===== config.mk =====
export PLATFORM = sky130hd
export DESIGN_NAME = slice_chain_adder
export DESIGN_NICKNAME = d
export VERILOG_FILES = /design/src/rtl/slice_chain_adder.sv
export SDC_FILE = /design/constraint.sdc
export NUM_CORES = 1
export LEC_CHECK = 0
export ABC_AREA = 1
export BUFFER_PORTS_ARGS = -buffer_cell sky130_fd_sc_hd__buf_2
export CAP_MARGIN = 0
export CORE_MARGIN = 4
export CORE_UTILIZATION = 54
export CTS_CLUSTER_DIAMETER = 60
export DETAILED_ROUTE_END_ITERATION = 16
export PLACE_DENSITY_LB_ADDON = 0.05
export SKIP_LAST_GASP = 1
export SLEW_MARGIN = 20
export SYNTH_ARGS = -nofsm -noshare
export SYNTH_HDL_FRONTEND = slang
export SYNTH_SLANG_ARGS = --single-unit

===== constraint.sdc =====
create_clock -name clk -period 3.5 [get_ports clk]
set_clock_uncertainty 0.1 [all_clocks]
set_input_delay 0.175 -clock clk [delete_from_list [all_inputs] [get_ports clk]]
set_output_delay 0.175 -clock clk [all_outputs]
set_load 0.005 [all_outputs]

===== src/rtl/slice_chain_adder.sv =====
// Sequential W-bit adder that pushes one 3-bit slice per cycle through a single
// 3-bit full adder, rippling the carry through a register, behind valid/ready ports.

module fa_3bit (
   input  logic [2:0] i_a,
   input  logic [2:0] i_b,
   input  logic       i_cin,
   output logic [2:0] o_sum,
   output logic       o_cout
);
   logic [3:0] w_total;

   assign w_total = 4'(i_a) + 4'(i_b) + 4'(i_cin);
   assign o_sum   = w_total[2:0];
   assign o_cout  = w_total[3];
endmodule

module slice_chain_adder #(
   parameter  int unsigned NSLICES = 4,
   localparam int unsigned W       = 3 * NSLICES
) (
   input  logic         clk,
   input  logic         rst_n,
   input  logic         in_valid,
   output logic         in_ready,
   input  logic [W-1:0] a,
   input  logic [W-1:0] b,
   input  logic         cin,
   output logic         out_valid,
   input  logic         out_ready,
   output logic [W-1:0] sum,
   output logic         cout,
   output logic         busy
);
   localparam int unsigned IW = (NSLICES > 1) ? $clog2(NSLICES) : 1;

   typedef enum logic [1:0] {
      S_IDLE = 2'd0,
      S_RUN  = 2'd1,
      S_DONE = 2'd2
   } state_t;

   state_t        r_state;
   state_t        w_state_nxt;
   logic [W-1:0]  r_a;
   logic [W-1:0]  r_b;
   logic [W-1:0]  r_acc;
   logic [W-1:0]  r_sum;
   logic          r_carry;
   logic          r_cout;
   logic [IW-1:0] r_idx;
   logic          r_out_valid;
   logic          r_busy;

   logic [2:0]    w_sl_a;
   logic [2:0]    w_sl_b;
   logic [2:0]    w_fa_sum;
   logic          w_fa_cout;
   logic          w_last;
   logic [W-1:0]  w_acc_nxt;

   // Current slice selection and accumulator merge; shifts keep index widths trivial.
   always_comb begin
      w_sl_a    = 3'(r_a >> (3 * r_idx));
      w_sl_b    = 3'(r_b >> (3 * r_idx));
      w_last    = (r_idx == IW'(NSLICES - 1));
      w_acc_nxt = (r_acc & ~(W'(3'b111) << (3 * r_idx))) | (W'(w_fa_sum) << (3 * r_idx));
   end

   fa_3bit u_fa (
      .i_a    (w_sl_a),
      .i_b    (w_sl_b),
      .i_cin  (r_carry),
      .o_sum  (w_fa_sum),
      .o_cout (w_fa_cout)
   );

   always_ff @(posedge clk) begin
      if (!rst_n) r_state <= S_IDLE;
      else        r_state <= w_state_nxt;
   end

   always_comb begin
      w_state_nxt = r_state;
      case (r_state)
         S_IDLE:  if (in_valid)  w_state_nxt = S_RUN;
         S_RUN:   if (w_last)    w_state_nxt = S_DONE;
         S_DONE:  if (out_ready) w_state_nxt = S_IDLE;
         default: w_state_nxt = S_IDLE;
      endcase
   end

   // Datapath: result registers load only on the RUN->DONE edge so they hold in IDLE.
   always_ff @(posedge clk) begin
      if (!rst_n) begin
         r_a         <= '0;
         r_b         <= '0;
         r_acc       <= '0;
         r_sum       <= '0;
         r_carry     <= 1'b0;
         r_cout      <= 1'b0;
         r_idx       <= '0;
         r_out_valid <= 1'b0;
         r_busy      <= 1'b0;
      end else begin
         r_out_valid <= (w_state_nxt == S_DONE);
         r_busy      <= (w_state_nxt != S_IDLE);
         case (r_state)
            S_IDLE: begin
               if (in_valid) begin
                  r_a     <= a;
                  r_b     <= b;
                  r_carry <= cin;
                  r_acc   <= '0;
                  r_idx   <= '0;
               end
            end
            S_RUN: begin
               r_acc   <= w_acc_nxt;
               r_carry <= w_fa_cout;
               if (w_last) begin
                  r_sum  <= w_acc_nxt;
                  r_cout <= w_fa_cout;
               end else begin
                  r_idx  <= r_idx + IW'(1);
               end
            end
            default: ;
         endcase
      end
   end

   assign in_ready  = (r_state == S_IDLE) && rst_n;
   assign out_valid = r_out_valid;
   assign busy      = r_busy;
   assign sum       = r_sum;
   assign cout      = r_cout;
endmodule


==> metrics.txt <==
met2 routed wirelength=2.08 mm; TritonCTS buffer count=5; I/O pin total=45; Power Total=1.20 mW; Root Driver=clkbuf_8; Pwr Density=450 nW/um^2; CP Max Fanout=16; Final Non-Filler Cells=411; CP max stage cell=dfxtp_1; Post-Syn Nets=361; synth warn=0; DRT Pass-1 Iters=4; commonest cells in the netlist=79 x nor2_1, 53 x dfxtp_1, 53 x nand2_1; gp weighted congestion=0.834; unrepaired setup endpoints after global routing=no; Synth Area in Adders=4.83%; Post-Layout Inst Area=2670 sq um; Setup TNS=0 ns; Simple-Gate Fraction of Synth Area=24.1%; I/O Buffers=44; status=complete, no violations; Post-DRT Antenna Nets=0; Seq cells post-synth=53; core area=4140 sq um; nets@finish=398; clk sinks=53; WL met1=2.52 mm; vias in the first global route=1866; Max Used Layer=met4; post-layout util=64.4%; H-tree Lvls=2; Crit path buffers/inverters=3; post-synth top area cell=dfxtp_1; cells after synthesis=324; Most used DFF post-synth=dfxtp_1; max incr delay on CP=0.60 ns; Post-route DRC=0; worst vdd ir=0.213 mV; Hold WS=0.00493 ns; Leakage=1.21 nW; Met3 Wirelength=294 um; # setup viols final=0; pin count of the biggest net entering global routing=34; worst path cell trace=inv_1 > o21ai_0 > o22ai_1 > fa_1 > inv_1 > fa_1 > inv_1 > nand2_1 > o21ai_1 > nand2_1 > a21oi_1; DPL Wire Length=3.49 mm; Area Growth Syn to Fin=12.0%; Data required, critical path=3.63 ns; die span in x=74.5 um; CTS tree=done; share of layout cells above drive strength 1=20.2%; Mean Syn Cell Area=7.36 sq um; Async SR Flop Fraction=0%; number of synthesized flops with an enable pin=0; Final Hold Fails=0; Worst slew margin=67.8%; Die ar.=5540 sq um; placed cell areas=2560 sq um; Worst setup EP type=register; dpl cells=402; Mapped Area=2380 sq um; max-slew violations=0; drt via density=5.01; post-synthesis compound-gate area fraction=17.9%; worst hold path type=in2reg; largest cells by area after synthesis=dfxtp_1 44%, nor2_1 12%, nand2_1 8.3%; CP most frequent cell=inv_1; Detailed Route Iter0 Violations=133; final WL=4.96 mm; highest clock rate=348 MHz; startpoint types=register; largest family of logic cells by synthesized area=simple AND/OR/NAND/NOR gates; post-synthesis sequential area ratio=44.5%; most frequent cell after synthesis=nor2_1; worst-skew pair later-pin latency=0.30 ns; Clock Path Buffers=2; initial antenna violation count=0; Starting Density=57.5%; WL per Instance=12.1 um; area share of the largest cell type after synthesis=44.5%; die height=74.5 um; clk slew on worst S/H paths=0.09 ns; Worst Tran Pin Value=0.483 ns; Yosys cell types=27; total track usage=19.6%; hold wc startpoint=a[3]; xor-xnor portion of the synthesized cell area=0%; final worst path period need=2.88 ns; Worst Setup SP=r_idx[1]$_SDFFE_PN0P_; Final period util=82.1%; Crit Path Category=reg2reg; global-route wire length before repair=8.42 mm; delay-heaviest family, CP=adder cells; via count=2058; mux contribution to synthesized area=0%; final setup margin=0.625 ns; Critical Path AT=3.00 ns; Max Cap Viol=0; GRT overflow=0; DP Worst Slack=0.673 ns; FP Rows=23; diode count=0; Critical R2R Launch=r_idx[1]$_SDFFE_PN0P_
power by group:
part           total [mW]  internal [mW]  switching (mW)
sequential          0.660          0.636          0.0238
combinational       0.213         0.0795           0.134
clock               0.329          0.138           0.190
logic make-up (layout without fill, tap and decap cells):
| family | count (synthesis) | after routing |
|---|---|---|
| fa+ha+maj | 8 | 8 |
| simple gates | 144 | 144 |
| buf+inv | 40 | 77 |
| flops | 53 | 53 |
| compound gates | 79 | 79 |
layout by cell type, fill, tap and decap left out, drive strengths merged, types with 4 or more instances in the layout:
cell    synthesis  routed
buf            13      46
nor2           79      79
ha              6       6
nand2          59      59
clkbuf          5       5
a21oi          20      20
inv            21      21
nand3           5       5
o22ai           4       4
o21ai          51      51
dfxtp          53      53
state kept, by name (all words and copies together) (netlist names):
register and count:
busy 1, r_a 12, r_state 2, r_carry 1
r_idx 2, out_valid 1, sum 12, r_b 12
r_acc 9, cout 1
final cells by class:
cell class	instances	area [sq um]
Inverter	22	90.1
Timing Repair Buffer	48	255
Clock buffer	5	68.8
Multi-Input combinational cell	231	1120
Tap cell	50	62.6
Sequential cell	53	1060
Fill cell	413	1470
Clock inverter	2	16.3
worst min-delay path, stage by stage:
cell	delay (ns)
buf_2	0.08
o21ai_1	0.06
nor2_1	0.07
path summary, 6_finish.rpt:
path | end | slack, ns | cells after the start
setup / recovery | r_acc[4]$_SDFFE_PN0P_ | 0.62 | 11
hold / removal | r_a[3]$_SDFFE_PN0P_ | 0.005 | 3
setup reg to reg | r_acc[4]$_SDFFE_PN0P_ | 0.62 | 11
hold reg to reg | r_acc[0]$_SDFFE_PN0P_ | 0.37 | 2
timing repair:
action	in CTS	in global routing
endpoints found under the hold margin	2	0
buffers inserted	0	0
gates resized for setup	0	0
hold buffers	2	0
endpoints found under the setup margin	0	0
routing by layer:
layer / up-vias / global-route usage [%]
met5: - / 0
met4: 0 / 5.73
met3: 7 / 4.59
met2: 52 / 28.5
met1: 886 / 28.8
li1: 1113 / -
No activity file was read; power rests on OpenSTA's default activity.
